<file path="src/rtl/alu_pkg.sv">
// Shared ALU control codes and controller state encoding for the serial
// execute unit and the ALU decoder.
package alu_pkg;

  localparam logic [2:0] ALU_ADD = 3'b000;
  localparam logic [2:0] ALU_SUB = 3'b001;
  localparam logic [2:0] ALU_AND = 3'b010;
  localparam logic [2:0] ALU_OR  = 3'b011;
  localparam logic [2:0] ALU_SLT = 3'b101;

  typedef enum logic [1:0] {
    IDLE = 2'b00,
    BUSY = 2'b01,
    DONE = 2'b10
  } state_t;

  // SUB and SLT both run as a + ~b + 1.
  function automatic logic uses_inv(input logic [2:0] op);
    return (op == ALU_SUB) || (op == ALU_SLT);
  endfunction

  function automatic logic is_logic(input logic [2:0] op);
    return (op == ALU_AND) || (op == ALU_OR);
  endfunction

endpackage

</file>
<file path="src/rtl/alu_serial_if.sv">
// Request/response bundle of the serial ALU.
// Handshake: a transfer happens on a rising edge where valid & ready are both
// high; the sender holds its payload stable until that edge.
interface alu_serial_if #(
  parameter int WIDTH = 32
) ();
  logic             in_valid;
  logic             in_ready;
  logic [2:0]       alu_control;
  logic [WIDTH-1:0] src_a;
  logic [WIDTH-1:0] src_b;
  logic             out_valid;
  logic             out_ready;
  logic [WIDTH-1:0] result;
  logic             zero;
  logic             negative;
  logic             carry;
  logic             overflow;

  modport master (
    output in_valid, alu_control, src_a, src_b, out_ready,
    input  in_ready, out_valid, result, zero, negative, carry, overflow
  );

  modport slave (
    input  in_valid, alu_control, src_a, src_b, out_ready,
    output in_ready, out_valid, result, zero, negative, carry, overflow
  );
endinterface

</file>
<file path="src/rtl/alu_digit.sv">
// Combinational DIGIT-bit ALU slice: add/sub with carry in/out, AND, OR.
// Also reports the carry into its MSB so the last slice can form overflow.
module alu_digit
  import alu_pkg::*;
#(
  parameter int DIGIT = 8
) (
  input  logic [DIGIT-1:0] a,
  input  logic [DIGIT-1:0] b,
  input  logic             cin,
  input  logic             inv,
  input  logic [2:0]       op,
  output logic [DIGIT-1:0] y,
  output logic             cout,
  output logic             cmsb
);
  logic [DIGIT-1:0] bx;
  logic [DIGIT:0]   full;
  logic [DIGIT-1:0] low;

  assign bx   = b ^ {DIGIT{inv}};
  assign full = {1'b0, a} + {1'b0, bx} + {{DIGIT{1'b0}}, cin};
  // Sum of the lower DIGIT-1 bits; its top bit is the carry into the MSB.
  assign low  = {1'b0, a[DIGIT-2:0]} + {1'b0, bx[DIGIT-2:0]} + {{(DIGIT-1){1'b0}}, cin};
  assign cout = full[DIGIT];
  assign cmsb = low[DIGIT-1];

  always_comb begin
    y = full[DIGIT-1:0];
    case (op)
      ALU_AND: y = a & b;
      ALU_OR:  y = a | b;
      default: y = full[DIGIT-1:0];
    endcase
  end
endmodule

</file>
<file path="src/rtl/alu_serial.sv">
// Digit-serial execute unit: one DIGIT-wide slice per cycle, LSB digit first,
// result and flags returned through a valid/ready handshake.
module alu_serial
  import alu_pkg::*;
#(
  parameter int WIDTH = 32,
  parameter int DIGIT = 8
) (
  input  logic         clk,
  input  logic         rst,
  alu_serial_if.slave  bus,
  output state_t       dbg_state
);
  localparam int N  = WIDTH / DIGIT;
  localparam int KW = (N > 1) ? $clog2(N) : 1;

  state_t           state;
  logic [KW-1:0]    k;
  logic [WIDTH-1:0] a_sh, b_sh, acc, result_r;
  logic [2:0]       op_r;
  logic             carry_r;
  logic             out_valid_r, zero_r, neg_r, carry_f, ovf_f;

  logic [DIGIT-1:0]       y;
  logic                   cout, cmsb, arith, last, ovf_w, carry_w;
  logic [WIDTH+DIGIT-1:0] cat;
  logic [WIDTH-1:0]       acc_next, final_res;

  alu_digit #(.DIGIT(DIGIT)) u_digit (
    .a    (a_sh[DIGIT-1:0]),
    .b    (b_sh[DIGIT-1:0]),
    .cin  (carry_r),
    .inv  (uses_inv(op_r)),
    .op   (op_r),
    .y    (y),
    .cout (cout),
    .cmsb (cmsb)
  );

  assign arith     = ~is_logic(op_r);
  assign last      = (k == KW'(N - 1));
  assign cat       = {y, acc};
  assign acc_next  = cat[WIDTH+DIGIT-1:DIGIT];
  assign ovf_w     = arith & (cmsb ^ cout);
  assign carry_w   = arith & cout;
  // SLT: less-than is the sign of a-b corrected by overflow.
  assign final_res = (op_r == ALU_SLT) ? {{(WIDTH-1){1'b0}}, y[DIGIT-1] ^ ovf_w} : acc_next;

  always_ff @(posedge clk or posedge rst) begin
    if (rst) begin
      state       <= IDLE;
      k           <= '0;
      a_sh        <= '0;
      b_sh        <= '0;
      acc         <= '0;
      op_r        <= ALU_ADD;
      carry_r     <= 1'b0;
      result_r    <= '0;
      out_valid_r <= 1'b0;
      zero_r      <= 1'b0;
      neg_r       <= 1'b0;
      carry_f     <= 1'b0;
      ovf_f       <= 1'b0;
    end else begin
      case (state)
        IDLE: begin
          if (bus.in_valid) begin
            a_sh    <= bus.src_a;
            b_sh    <= bus.src_b;
            op_r    <= bus.alu_control;
            carry_r <= uses_inv(bus.alu_control);
            k       <= '0;
            state   <= BUSY;
          end
        end
        BUSY: begin
          a_sh    <= a_sh >> DIGIT;
          b_sh    <= b_sh >> DIGIT;
          acc     <= acc_next;
          carry_r <= cout;
          k       <= k + 1'b1;
          if (last) begin
            result_r    <= final_res;
            zero_r      <= (final_res == '0);
            neg_r       <= final_res[WIDTH-1];
            carry_f     <= carry_w;
            ovf_f       <= ovf_w;
            out_valid_r <= 1'b1;
            state       <= DONE;
          end
        end
        DONE: begin
          if (bus.out_ready) begin
            out_valid_r <= 1'b0;
            state       <= IDLE;
          end
        end
        default: state <= IDLE;
      endcase
    end
  end

  assign bus.in_ready  = (state == IDLE) & ~rst;
  assign bus.out_valid = out_valid_r;
  assign bus.result    = result_r;
  assign bus.zero      = zero_r;
  assign bus.negative  = neg_r;
  assign bus.carry     = carry_f;
  assign bus.overflow  = ovf_f;
  assign dbg_state     = state;
endmodule

</file>
<file path="src/flat_wrapper.sv">
// flat-port wrapper written by rule: the top's interface ports become plain ports
module alu_serial_flat import alu_pkg::*;
#(
  parameter int WIDTH = 32,
  parameter int DIGIT = 8
)
  (clk, rst, dbg_state, bus_in_valid, bus_alu_control, bus_src_a, bus_src_b, bus_out_ready, bus_in_ready, bus_out_valid, bus_result, bus_zero, bus_negative, bus_carry, bus_overflow);
  alu_serial_if #(.WIDTH(WIDTH)) bus_i ();
  input  logic clk;
  input  logic rst;
  output state_t dbg_state;
  input wire logic [$bits(bus_i.in_valid)-1:0] bus_in_valid;
  input wire logic [$bits(bus_i.alu_control)-1:0] bus_alu_control;
  input wire logic [$bits(bus_i.src_a)-1:0] bus_src_a;
  input wire logic [$bits(bus_i.src_b)-1:0] bus_src_b;
  input wire logic [$bits(bus_i.out_ready)-1:0] bus_out_ready;
  output wire logic [$bits(bus_i.in_ready)-1:0] bus_in_ready;
  output wire logic [$bits(bus_i.out_valid)-1:0] bus_out_valid;
  output wire logic [$bits(bus_i.result)-1:0] bus_result;
  output wire logic [$bits(bus_i.zero)-1:0] bus_zero;
  output wire logic [$bits(bus_i.negative)-1:0] bus_negative;
  output wire logic [$bits(bus_i.carry)-1:0] bus_carry;
  output wire logic [$bits(bus_i.overflow)-1:0] bus_overflow;
  assign bus_i.in_valid = bus_in_valid;
  assign bus_i.alu_control = bus_alu_control;
  assign bus_i.src_a = bus_src_a;
  assign bus_i.src_b = bus_src_b;
  assign bus_i.out_ready = bus_out_ready;
  assign bus_in_ready = bus_i.in_ready;
  assign bus_out_valid = bus_i.out_valid;
  assign bus_result = bus_i.result;
  assign bus_zero = bus_i.zero;
  assign bus_negative = bus_i.negative;
  assign bus_carry = bus_i.carry;
  assign bus_overflow = bus_i.overflow;
  alu_serial #(.WIDTH(WIDTH), .DIGIT(DIGIT)) u_core (.clk(clk), .rst(rst), .bus(bus_i), .dbg_state(dbg_state));
endmodule
</file>
<file path="config.mk">
export PLATFORM = sky130hd
export DESIGN_NAME = alu_serial_flat
export DESIGN_NICKNAME = d
export VERILOG_FILES = /design/src/rtl/alu_pkg.sv /design/src/rtl/alu_serial_if.sv /design/src/rtl/alu_digit.sv /design/src/rtl/alu_serial.sv /design/src/flat_wrapper.sv
export SDC_FILE = /design/constraint.sdc
export NUM_CORES = 1
export LEC_CHECK = 0
export ABC_AREA = 1
export BUFFER_PORTS_ARGS = -buffer_cell sky130_fd_sc_hd__buf_2
export CORE_ASPECT_RATIO = 1.2
export CORE_MARGIN = 2
export CORE_UTILIZATION = 38
export CTS_CLUSTER_SIZE = 30
export DETAILED_ROUTE_END_ITERATION = 8
export PLACE_DENSITY = 0.57
export SYNTH_ARGS = -nofsm -noshare
export SYNTH_HDL_FRONTEND = slang
export SYNTH_SLANG_ARGS = --single-unit
</file>
<file path="constraint.sdc">
create_clock -name clk -period 6.5 [get_ports clk]
set_input_delay 1.95 -clock clk [delete_from_list [all_inputs] [get_ports clk]]
set_output_delay 1.95 -clock clk [all_outputs]
set_load 0.05 [all_outputs]
</file>
Yosys cells after proc, flatten, opt, wreduce, memory -nomap -nowiden
Index checks and enable logic that the tools add are counted.

Register bits after elaboration: 141. Input bits: 71. Output and inout bits: 40.

Muxes and demuxes: 17. Reduce and logical (&&, ||, !) cells: 12. Bitwise operators: 10. $add $sub $neg: 5. Equality and inequality tests: 12.

Operators by type and width (count): 32-bit one-hot mux with 2 select lines (2); 32-bit 2-to-1 mux (3); 32-bit zero test (1); 8-bit one-hot mux with 2 select lines (1); 8-bit by 8-bit adder with 9-bit output (1); 9-bit by 1-bit adder with 9-bit output (1); 7-bit by 7-bit adder with 8-bit output (1); 8-bit by 1-bit adder with 8-bit output (1); 8-bit bitwise AND (1); 2-bit 2-to-1 mux (4); 8-bit bitwise OR (1); 8-bit XOR (1); 3-bit by 1-bit == test with 1-bit output (second input constant) (2); 3-bit by 2-bit == test with 1-bit output (second input constant) (2); 3-bit == test (second input constant) (2); 2-bit one-hot mux with 3 select lines (1); 2-bit AND reduction (3); 3-bit AND reduction (2); 2-bit == test (second input constant) (2); 2-bit != test (second input constant) (2); 1-bit one-hot mux with 2 select lines (2); 2-bit one-hot mux with 2 select lines (1); 2-bit nonzero test (2); 1-bit bitwise AND (3); 8 further kinds (14).

Longest topological paths before layout
Gate-level depths: netlist of run 1.

Depth in word-level cells: 10. Depth in mapped cells: 19. Depth with buffers taken out: 19.

By module
Synthesis of run 1 repeated with hierarchy kept, for this count alone.

Cells, all modules: 708. Area total of the unflattened synthesis: 6249.7 um^2.

Modules (own cells, without submodules): alu_serial (area an instance 5580.4 um^2, cells each 592, sequential area each 3303.2 um^2, instances 1); alu_digit (area an instance 669.4 um^2, cells each 116, sequential area each 0.0 um^2, instances 1).

Worst setup path after synthesis of run 1
OpenSTA, ideal clock, no wires.

Path kind: input -> output. From: input rst. To: output bus_in_ready. Arrival time: 2.995 ns. Path slack: 1.555 ns. Required time: 4.550 ns. Buffers on the path: 0. Stages on the path: 1. Cell sequence: nor3_1.

Word-level cells in the longest chain between the ends: 2.

Ends and longest elaborated chain: start: declaration (line flat_wrapper.sv:10) `input logic rst;`; 1-bit NOT (line alu_serial.sv:103) `assign bus.in_ready = (state == IDLE) & ~rst;`; 1-bit bitwise AND (line alu_serial.sv:103); end: declaration (line flat_wrapper.sv:17) `output wire logic [$bits(bus_i.in_ready)-1:0] bus_in_ready;`.

No other way between the ends.

Worst setup path in the final report of run 1
Ends and elaborated chain as after synthesis.

==> results.ini, run 1 <==
[timing]
timing.fmax_ghz = 0.2249
maxSlewHeadroom_pct = 37.45
setup_viol = 0
tns_ps = 0
finalCritPeriodShare_pct = 68.41
hold_violations = 0
rsz0062_at_grt = no
fin_crit_ps = 4446
clock_skew_ps = 7.332
worstMarginPinSlew_ps = 936.9
maxSlewViolCount = 0

[route]
firstDrtPassIters = 4
route.antenna.remaining_nets = 0
num_vias = 5192
drt_iter0_drc = 296
drt_wl_total_mm = 15.28
viasPerCell = 4.945
routedWlPerCell_um = 14.55
drc = 0

[worst_hold_path]
holdPathStages = 2
hp-class = flip-flop to flip-flop
min_to = u_core.bus.result[7]$_DFFE_PP0P_
min_from = u_core.bus.result[7]$_DFFE_PP0P_

[synthesis]
synth-xor-area-share_pct = 0.9794
synth_compound_area_share_pct = 14.13
synthMuxAreaShare_pct = 0
synth_fp_nets = 813
synth_top_area_share_pct = 52.77
syn_inst = 732
synth_warnings = 0
synth_top_area_cell = dfrtp_1
ys_seq_elements = 132
syn_area_per_cell_um2 = 8.552
synth_fa_ha_area_share_pct = 2.239
ys_types = 33
ys_top_cells_by_area = dfrtp_1 53%, nand2_1 12%, a221oi_1 6.3%
ys_seq_area_share_pct = 52.77
synthSimpleGateAreaFrac_pct = 20.43
syn_area_um2 = 6260
synth_top_family_by_area = simple AND/OR/NAND/NOR gates

[cts]
numCtsBuffers = 17
clockBufferDepth = 2
cts_repair_resize_count = 0
cts_setup_buffers = 0
clock_latency_ps = 420
clk_pin_slew_ps = 60
cts_tree = built
cts_hold_buf = 0
cts_sinks = 132
htree_levels = 4
cts_root_buf = clkbuf_16

[floorplan]
core_area_um2 = 16210
fp.dieH_um = 144.6
core.rowCount = 51
io_pins = 111
dieWidth_um = 121.2
dieArea_um2 = 17520
initial_utilization_pct = 38.62

[setup_path]
cp_top_family = buffers and inverters
required_ps = 4550
critPathArrivalTime_ps = 2500
crit_path_max_incr_delay_ps = 290
cpMaxStageDelayCell = buf_2
worstReg2RegStart = u_core.dbg_state[0]$_DFFE_PP0P_
cp_max_fo = 2
crit_top_cell = buf_2
rr_worst_depth = 8
path_cells = buf_2 -> nor3_1 -> buf_2
end_kind = output pin
rrSetupSlack_ps = 3270
cp-start-kind = primary input
path_buf_inv = 2
r2r-end = u_core.b_sh[22]$_DFFE_PP0P_
path_class = primary input to output pin

[outcome]
outcome = finished, final reports clean

[final_layout]
syn_to_final_growth_pct = 20.49
final_cell_mix = 194 x nand2_1, 132 x dfrtp_1, 110 x buf_2
design_area_um2 = 7542
antenna_cells = 0
drive_gt1_share_pct = 19.33
nets = 906
final_common_cell = nand2_1

[global_route]
grt_usage_pct = 18.55
grt_overflow = 0
grt_max_degree = 72
grt_pass1_vias = 4990
antenna_found_initial = 0
grt_pass1_wl_mm = 25.42

[place]
port_buffers = 110
place_congestion = 0.8277
placed_area_um2 = 6929
dp_hpwl_mm = 10.68

[job]
max_cap_viol_count = 0

cell usage after synthesis, drive strengths merged:
library cell	number
nand2	197
dfrtp	132
inv	104
o21ai	70
nor3	47
a221oi	45
nand3	30
clkbuf	22
nor2	20
buf	19
ha	8
o31ai	8
xor2	7
a21oi	4
nand3b	3
nand4	3
a31oi	2
fa	2
o211ai	2
o21a	2
or2	2
a22o	1
clkinv	1
o221ai	1
how the worst max path moves through the flow:
stage / startpoint / to / slack [ps] / depth (start not counted)
6_report: rst / bus_in_ready / 2050 / 3
5_1_grt: bus_in_valid / u_core.b_sh[23]$_DFFE_PP0P_ / 1890 / 8
4_1_cts: rst / bus_in_ready / 2050 / 3
3_5_place_dp: bus_in_valid / u_core.b_sh[22]$_DFFE_PP0P_ / 1710 / 8
3_3_place_gp: bus_in_valid / u_core.b_sh[23]$_DFFE_PP0P_ / 1730 / 8
2_1_floorplan: rst / u_core.a_sh[0]$_DFFE_PP0P_ / 1020 / 1
worst register-to-register path, cell delays in order, from the launching register on:
cell and delay [ps]:
dfrtp_1 430, nand2_1 90, buf_4 320, clkinv_2 650
nor2_4 800, buf_4 360, inv_2 210, o211ai_1 140
o21ai_1 90
state kept, by name (all words and copies together) (netlist names):
name / count
u_core.carry_r: 1
u_core.bus.out_valid: 1
u_core.bus.result: 32
u_core.k: 2
u_core.dbg_state: 2
u_core.bus.zero: 1
u_core.a_sh: 32
u_core.op_r: 3
u_core.bus.overflow: 1
u_core.b_sh: 32
u_core.bus.carry: 1
u_core.acc: 24
metrics by stage:
stage / hold WS, ps / instances / utilization [%] / worst slack (ps)
finish: 471.2 / 1050 / 46.53 / 2054
global route: 496.1 / 1050 / 46.53 / 1894
CTS: 477.0 / 1050 / 46.53 / 2053
detailed placement: 462.8 / 1018 / 42.75 / 1710
global placement: 458.4 / 1018 / 42.75 / 1735
floorplan: 441.5 / 732 / - / 1024
logic make-up (layout without fill, tap and decap cells):
logic type,count (synthesis),after routing
flip-flops,132,132
AND/OR/NAND/NOR,302,302
AO/OA/AOI/OAI,135,135
XOR/XNOR,7,7
adder cells (fa/ha/maj),10,10
buffers and inverters,146,252
layout make-up:
cell class	count	area (µm²)
clock buffer	23	488.0
clock inverter	9	125.1
fill	1666	8666
inverter	105	397.9
multi-input combinational	454	2375
sequential	132	3303
tap	212	265.3
timing repair buffer	115	588.1
routing by layer:
metal / global-route usage [%] / share of wire [%]
met5: 0 / 0
met2: 30.57 / 47
met4: 6.352 / 1.6
met3: 3.628 / 3.9
met1: 24.51 / 47
Power of run 1 is not shown: default switching activity piles up to over one toggle a cycle in this logic, so the estimate is an artifact.
==> inputs of run 2 (changes only) <==
--- a/config.mk
+++ b/config.mk
@@ -12,7 +12,7 @@
 export CORE_UTILIZATION = 38
 export CTS_CLUSTER_SIZE = 30
 export DETAILED_ROUTE_END_ITERATION = 8
-export PLACE_DENSITY = 0.57
+export PLACE_DENSITY = 0.59
 export SYNTH_ARGS = -nofsm -noshare
 export SYNTH_HDL_FRONTEND = slang
 export SYNTH_SLANG_ARGS = --single-unit
==> constraint.sdc (replaced) <==
create_clock -name clk -period 4 [get_ports clk]
set_input_delay 1.2 -clock clk [delete_from_list [all_inputs] [get_ports clk]]
set_output_delay 1.2 -clock clk [all_outputs]
set_load 0.05 [all_outputs]
==> run 2 against run 1 <==
- final cell count hardly changed
- via count is 0.25% lower
- sequential share of layout area is 0.18 points higher
- utilization is 0.19 points lower
- clock-buffer cell count is 4 higher
- first-iteration DRC count is 6.4% lower
- critical path depth is 12 higher
- register-to-register slack worse by 2200 ps
- final area is 0.41% lower
- clock skew is 12 ps higher
- global-route usage is 0.29 points higher
- critical endpoint is now u_core.bus.zero$_DFFE_PP0P_
==> results.ini, run 2 (synthesis results as in run 1) <==
[setup_path]
rrSetupSlack_ps = 1070  ; -2200 ps
crit_top_cell = nand2_1
cpMaxStageDelayCell = dfrtp_1
required_ps = 4350  ; -200 ps
path_class = flip-flop to flip-flop
worstReg2RegStart = u_core.op_r[0]$_DFFE_PP0P_
crit_path_max_incr_delay_ps = 530  ; +240 ps
crit_cells = 15  ; +12
r2r-end = u_core.bus.zero$_DFFE_PP0P_
rr_worst_depth = 15  ; +7
critPathArrivalTime_ps = 3290  ; +790 ps
cp_max_fo = 12  ; +10
path_cells = nand2_1 -> nand2_1 -> o21ai_0 -> fa_1 -> inv_1 -> fa_1 -> nand2_1 -> nand3_1 -> o21ai_0 -> nand2_1 -> nor2_1 -> nand3_1 -> nor2_1 -> nand2_1 -> nand2_1
cp_top_family = simple AND/OR/NAND/NOR gates
end_kind = flip-flop
cp-start-kind = flip-flop
path_buf_inv = 1  ; -1

[route]
route.antenna.remaining_nets = 0  ; unchanged
viasPerCell = 4.937  ; -0.16%
firstDrtPassIters = 4  ; unchanged
drt_wl_total_mm = 15.36  ; +0.52%
drc = 0  ; unchanged
routedWlPerCell_um = 14.64  ; +0.61%
num_vias = 5179  ; -0.25%
drt_iter0_drc = 277  ; -6.4%

[global_route]
grt_max_degree = 133  ; +85%
grt_pass1_vias = 5040  ; +1.0%
grt_usage_pct = 18.84  ; +0.29 points
grt_pass1_wl_mm = 25.73  ; +1.2%
antenna_found_initial = 1  ; +1
grt_overflow = 0  ; unchanged

[floorplan]
core_area_um2 = 16210  ; unchanged
io_pins = 111  ; unchanged
dieWidth_um = 121.2  ; unchanged
fp.dieH_um = 144.6  ; unchanged
core.rowCount = 51  ; unchanged
dieArea_um2 = 17520  ; unchanged
initial_utilization_pct = 38.62  ; unchanged

[cts]
htree_levels = 4  ; unchanged
clockBufferDepth = 2  ; unchanged
cts_sinks = 132  ; unchanged
clk_pin_slew_ps = 50  ; about the same
clock_latency_ps = 430  ; about the same
numCtsBuffers = 17  ; unchanged
cts_tree = built
cts_repair_resize_count = 0  ; unchanged
cts_setup_buffers = 0  ; unchanged
cts_hold_buf = 0  ; unchanged
cts_root_buf = clkbuf_16

[final_layout]
final_cell_mix = 194 x nand2_1, 132 x dfrtp_1, 110 x buf_2
multi_input_comb_area_um2 = 2375  ; unchanged
final_common_cell = nand2_1
fill_cells = 1685  ; +1.1%
nets = 906  ; unchanged
drive_gt1_share_pct = 18.52  ; -0.81 points
syn_to_final_growth_pct = 19.99
regArea_um2 = 3303  ; unchanged
antenna_cells = 0  ; unchanged

[outcome]
outcome = finished, final reports clean

[worst_hold_path]
holdPathStages = 2  ; unchanged
hp-class = flip-flop to flip-flop
min_to = u_core.bus.result[7]$_DFFE_PP0P_
min_from = u_core.bus.result[7]$_DFFE_PP0P_

[timing]
tns_ps = 0  ; unchanged
worstMarginPinSlew_ps = 965.5  ; +28.57 ps
maxSlewViolCount = 0  ; unchanged
clock_skew_ps = 18.92  ; +11.58 ps
timing.fmax_ghz = 0.3409
setup_viol = 0  ; unchanged
finalCritPeriodShare_pct = 73.34
maxSlewHeadroom_pct = 35.54  ; -1.9 points
rsz0062_at_grt = no
fin_crit_ps = 2933
hold_violations = 0  ; unchanged

[place]
place_congestion = 0.8783  ; +6.1%
dp_hpwl_mm = 10.38  ; -2.8%
port_buffers = 110  ; unchanged

[job]
max_cap_viol_count = 0  ; unchanged

==> run 2: cell types whose count changed in the layout (fill, tap and decap cells not counted), sizes merged <==
| cell | previous run | this run |
|---|---|---|
| bufinv | 3 | 2 |
| clkinv | 6 | 3 |
| clkbuf | 23 | 27 |
| inv | 103 | 102 |
==> run 2: metal layers <==
metal  wire [µm]  share of wire, %  global-route usage (%)
met4         245               1.6                   7.078
met1        7190                47                   24.87
met2        7309                48                   30.10
met3         610               4.0                   4.574
met5           0                 0                       0
==> run 2: worst max-delay path by stage <==
stage,startpoint,to,slack (ps)
2_1_floorplan,rst,bus_in_ready,560
4_1_cts,u_core.op_r[0]$_DFFE_PP0P_,u_core.bus.zero$_DFFE_PP0P_,1070
6_report,u_core.op_r[0]$_DFFE_PP0P_,u_core.bus.zero$_DFFE_PP0P_,1070
3_3_place_gp,rst,bus_in_ready,1080
5_1_grt,u_core.op_r[0]$_DFFE_PP0P_,u_core.bus.zero$_DFFE_PP0P_,790
3_5_place_dp,rst,bus_in_ready,1080
==> run 2: final cells by class <==
type                    instances  area share [%]
flip-flops and latches        132           43.98
multi-input cells             454           31.62
repair buffers                115           8.163
clock buffers                  27           6.430
inverters                     105           5.314
well taps                     212           3.532
clock inverters                 4          0.9662
==> run 2: worst reg2reg max path: cells and delay by family, from the launching register on <==
kind | cells | cell delay (ps)
simple gates | 10 | 1160
fa+ha+maj | 2 | 780
flops | 1 | 530
compound gates | 2 | 290
buf+inv | 1 | 100
==> run 2: through the flow <==
step	hold WS [ps]	utilization [%]	area (µm²)	std cells	worst slack (ps)
after global routing	492.9	46.34	7511	1049	792.6
after floorplan	441.5	-	6264	732	555.3
final	471.4	46.34	7511	1049	1067
after global placement	452.9	42.91	6955	1018	1082
after detailed placement	461.4	42.91	6955	1018	1077
after CTS	476.1	46.34	7511	1049	1073
Power of run 2 is left out for the same reason.
==> inputs of run 3 (changes only) <==
--- a/config.mk
+++ b/config.mk
@@ -12,7 +12,7 @@
 export CORE_UTILIZATION = 38
 export CTS_CLUSTER_SIZE = 30
 export DETAILED_ROUTE_END_ITERATION = 8
-export PLACE_DENSITY = 0.59
+export PLACE_DENSITY = 0.57
 export SYNTH_ARGS = -nofsm -noshare
 export SYNTH_HDL_FRONTEND = slang
 export SYNTH_SLANG_ARGS = --single-unit
==> constraint.sdc (replaced) <==
create_clock -name clk -period 3 [get_ports clk]
set_input_delay 0.9 -clock clk [delete_from_list [all_inputs] [get_ports clk]]
set_output_delay 0.9 -clock clk [all_outputs]
set_load 0.05 [all_outputs]
==> run 3 against run 2 <==
- clock skew fell by 12 ps
- clock-buffer cell count fell by 8
- hold slack got worse by 1.1 ps
- sequential cell count did not move
- critical path type unchanged
==> results.ini, run 3 (synthesis results as in run 1) <==
[final_layout]
final_common_cell = nand2_1
multi_input_comb_area_um2 = 2375  ; unchanged
antenna_cells = 0  ; unchanged
regArea_um2 = 3303  ; unchanged
final_cell_mix = 194 x nand2_1, 132 x dfrtp_1, 110 x buf_2
fill_cells = 1640  ; -2.7%
nets = 914  ; +0.88%
fin_util_pct = 47.23  ; +0.89 points
drive_gt1_share_pct = 20.21  ; +1.7 points
syn_to_final_growth_pct = 22.29

[global_route]
grt_pass1_vias = 5256  ; +4.3%
grt_busiest_layer = met2
use_met1_pct = 25.14  ; +0.27 points
antenna_found_initial = 0  ; -1
grt_max_degree = 87  ; -35%
use_met2_pct = 32.14  ; +2.0 points
grt_usage_pct = 19.40  ; +0.56 points
grt.met3_usage_pct = 4.101  ; -0.47 points
grt_overflow = 0  ; unchanged
grt_pass1_wl_mm = 26.42  ; +2.7%

[job]
max_cap_viol_count = 0  ; unchanged

[power]
power_frac_seq_pct = 28.0
p_per_area_nw_per_um2 = 1441
power_frac_clock_pct = 20.4
max-vdd-ir-drop_mv = 0.6108
p_int_mw = 5.845
combPwrFrac_pct = 51.7
p_sw_mw = 5.183
swShare_pct = 47.00
leakage_nw = 3.899

[cts]
cts_setup_buffers = 0  ; unchanged
cts_sinks = 132  ; unchanged
cts_repair_resize_count = 0  ; unchanged
htree_levels = 4  ; unchanged
numCtsBuffers = 17  ; unchanged
cts_hold_buf = 0  ; unchanged
cts_tree = built
cts_root_buf = clkbuf_16
clock_latency_ps = 420  ; about the same
clk_pin_slew_ps = 60  ; about the same
clockBufferDepth = 2  ; unchanged

[floorplan]
fp.dieH_um = 144.6  ; unchanged
dieWidth_um = 121.2  ; unchanged
io_pins = 111  ; unchanged
dieArea_um2 = 17520  ; unchanged
initial_utilization_pct = 38.62  ; unchanged
core_area_um2 = 16210  ; unchanged
core.rowCount = 51  ; unchanged

[worst_hold_path]
holdPathStages = 2  ; unchanged
min_from = u_core.bus.out_valid$_DFFE_PP0P_
min_to = u_core.bus.out_valid$_DFFE_PP0P_
hp-class = flip-flop to flip-flop

[timing]
clock_skew_ps = 7.079  ; -11.84 ps
fin_crit_ps = 2638  ; -294.9 ps
finalCritPeriodShare_pct = 87.95  ; +15 points
tns_ps = 0  ; unchanged
worstMarginPinSlew_ps = 841.4  ; -124.1 ps
maxSlewViolCount = 0  ; unchanged
timing.fmax_ghz = 0.3790  ; +11%
rsz0062_at_grt = no
maxSlewHeadroom_pct = 43.91  ; +8.4 points
hold_violations = 0  ; unchanged
setup_viol = 0  ; unchanged

[route]
drc = 0  ; unchanged
viasPerCell = 4.964  ; +0.55%
firstDrtPassIters = 4  ; unchanged
route.antenna.remaining_nets = 0  ; unchanged
drt_wl_total_mm = 15.63  ; +1.8%
drt_iter0_drc = 259  ; -6.5%
routedWlPerCell_um = 14.77  ; +0.90%
num_vias = 5252  ; +1.4%

[setup_path]
crit_top_cell = nand2_1
r2r-end = u_core.bus.zero$_DFFE_PP0P_
worstReg2RegStart = u_core.op_r[0]$_DFFE_PP0P_
cp_max_fo = 12  ; unchanged
rrSetupSlack_ps = 360  ; -710 ps
path_class = flip-flop to flip-flop
rr_worst_depth = 17  ; +2
path_cells = nand2_1 -> o21ai_0 -> fa_1 -> inv_1 -> fa_1 -> nand3_1 -> nand3_1 -> nand2_1 -> nand2_1 -> inv_1 -> nand2_1 -> nand3_1 -> nand2_1 -> nand3_1 -> nand2_1 -> nand2_1 -> nand2_1
cpMaxStageDelayCell = dfrtp_1
end_kind = flip-flop
critPathArrivalTime_ps = 2950  ; -340 ps
crit_path_max_incr_delay_ps = 540  ; about the same
cp-start-kind = flip-flop
required_ps = 3310  ; -1040 ps

[place]
port_buffers = 110  ; unchanged
dp_hpwl_mm = 10.96  ; +5.6%
place_congestion = 0.8869  ; +0.98%

[outcome]
outcome = finished, final reports clean

run 3: cell types whose count changed in the layout (fill, tap and decap cells not counted), sizes merged:
cell      delta
buf          +8
bufinv       +2
clkbuf       -8
clkinv       +3
clkinvlp     +1
inv          +3
run 3: area by class of cell:
cell class / count / share of cell area, %
flip-flops and latches: 132 / 43.15
multi-input cells: 454 / 31.02
repair buffers: 123 / 8.794
clock buffers: 19 / 5.786
inverters: 105 / 5.214
well taps: 212 / 3.465
clock inverters: 13 / 2.566
run 3: power groups by stage:
stage                     clock, mW  combinational, mW  sequential (mW)
after floorplan                   0               3.79             3.73
after global placement            0               5.68             3.10
after detailed placement          0               5.74             3.11
after CTS                      2.27               5.77             3.09
after global routing           2.35               6.52             3.18
final                          2.25               5.70             3.08
run 3: layer usage:
metal | part of all wire (%) | routed length, µm | vias to the layer above
li1 | - | - | 2629
met1 | 46 | 7123 | 2491
met2 | 49 | 7616 | 115
met3 | 4.0 | 629 | 17
met4 | 1.6 | 257 | 0
met5 | 0 | 0 | -
run 3: worst max path at each step:
stage,from,end,slack (ps),cells past startpoint
2_1_floorplan,rst,bus_in_ready,160,1
3_3_place_gp,u_core.op_r[0]$_DFFE_PP0P_,u_core.bus.zero$_DFFE_PP0P_,440,17
3_5_place_dp,u_core.op_r[0]$_DFFE_PP0P_,u_core.bus.zero$_DFFE_PP0P_,400,17
4_1_cts,u_core.op_r[0]$_DFFE_PP0P_,u_core.bus.zero$_DFFE_PP0P_,380,17
5_1_grt,u_core.op_r[0]$_DFFE_PP0P_,u_core.bus.zero$_DFFE_PP0P_,20,17
6_report,u_core.op_r[0]$_DFFE_PP0P_,u_core.bus.zero$_DFFE_PP0P_,360,17
run 3: per-stage QoR:
step | cells | cell area, µm² | power, mW | worst slack, ps | hold slack, ps
after detailed placement | 1026 | 7015 | 8.850 | 395.5 | 462.4
after floorplan | 732 | 6264 | 7.512 | 155.3 | 441.5
after CTS | 1058 | 7655 | 11.13 | 376.7 | 476.3
final | 1058 | 7655 | 11.03 | 361.5 | 470.3
after global routing | 1058 | 7655 | 12.05 | 16.54 | 484.2
after global placement | 1026 | 7015 | 8.779 | 438.9 | 453.3
run 3: worst max-delay path, delay by kind of cell (launching register included):
kind | cells | cell delay [ps]
compound gates | 1 | 220
flops | 1 | 540
buf+inv | 2 | 190
simple gates | 12 | 960
fa+ha+maj | 2 | 610
Power figures use the tool's default switching activity.
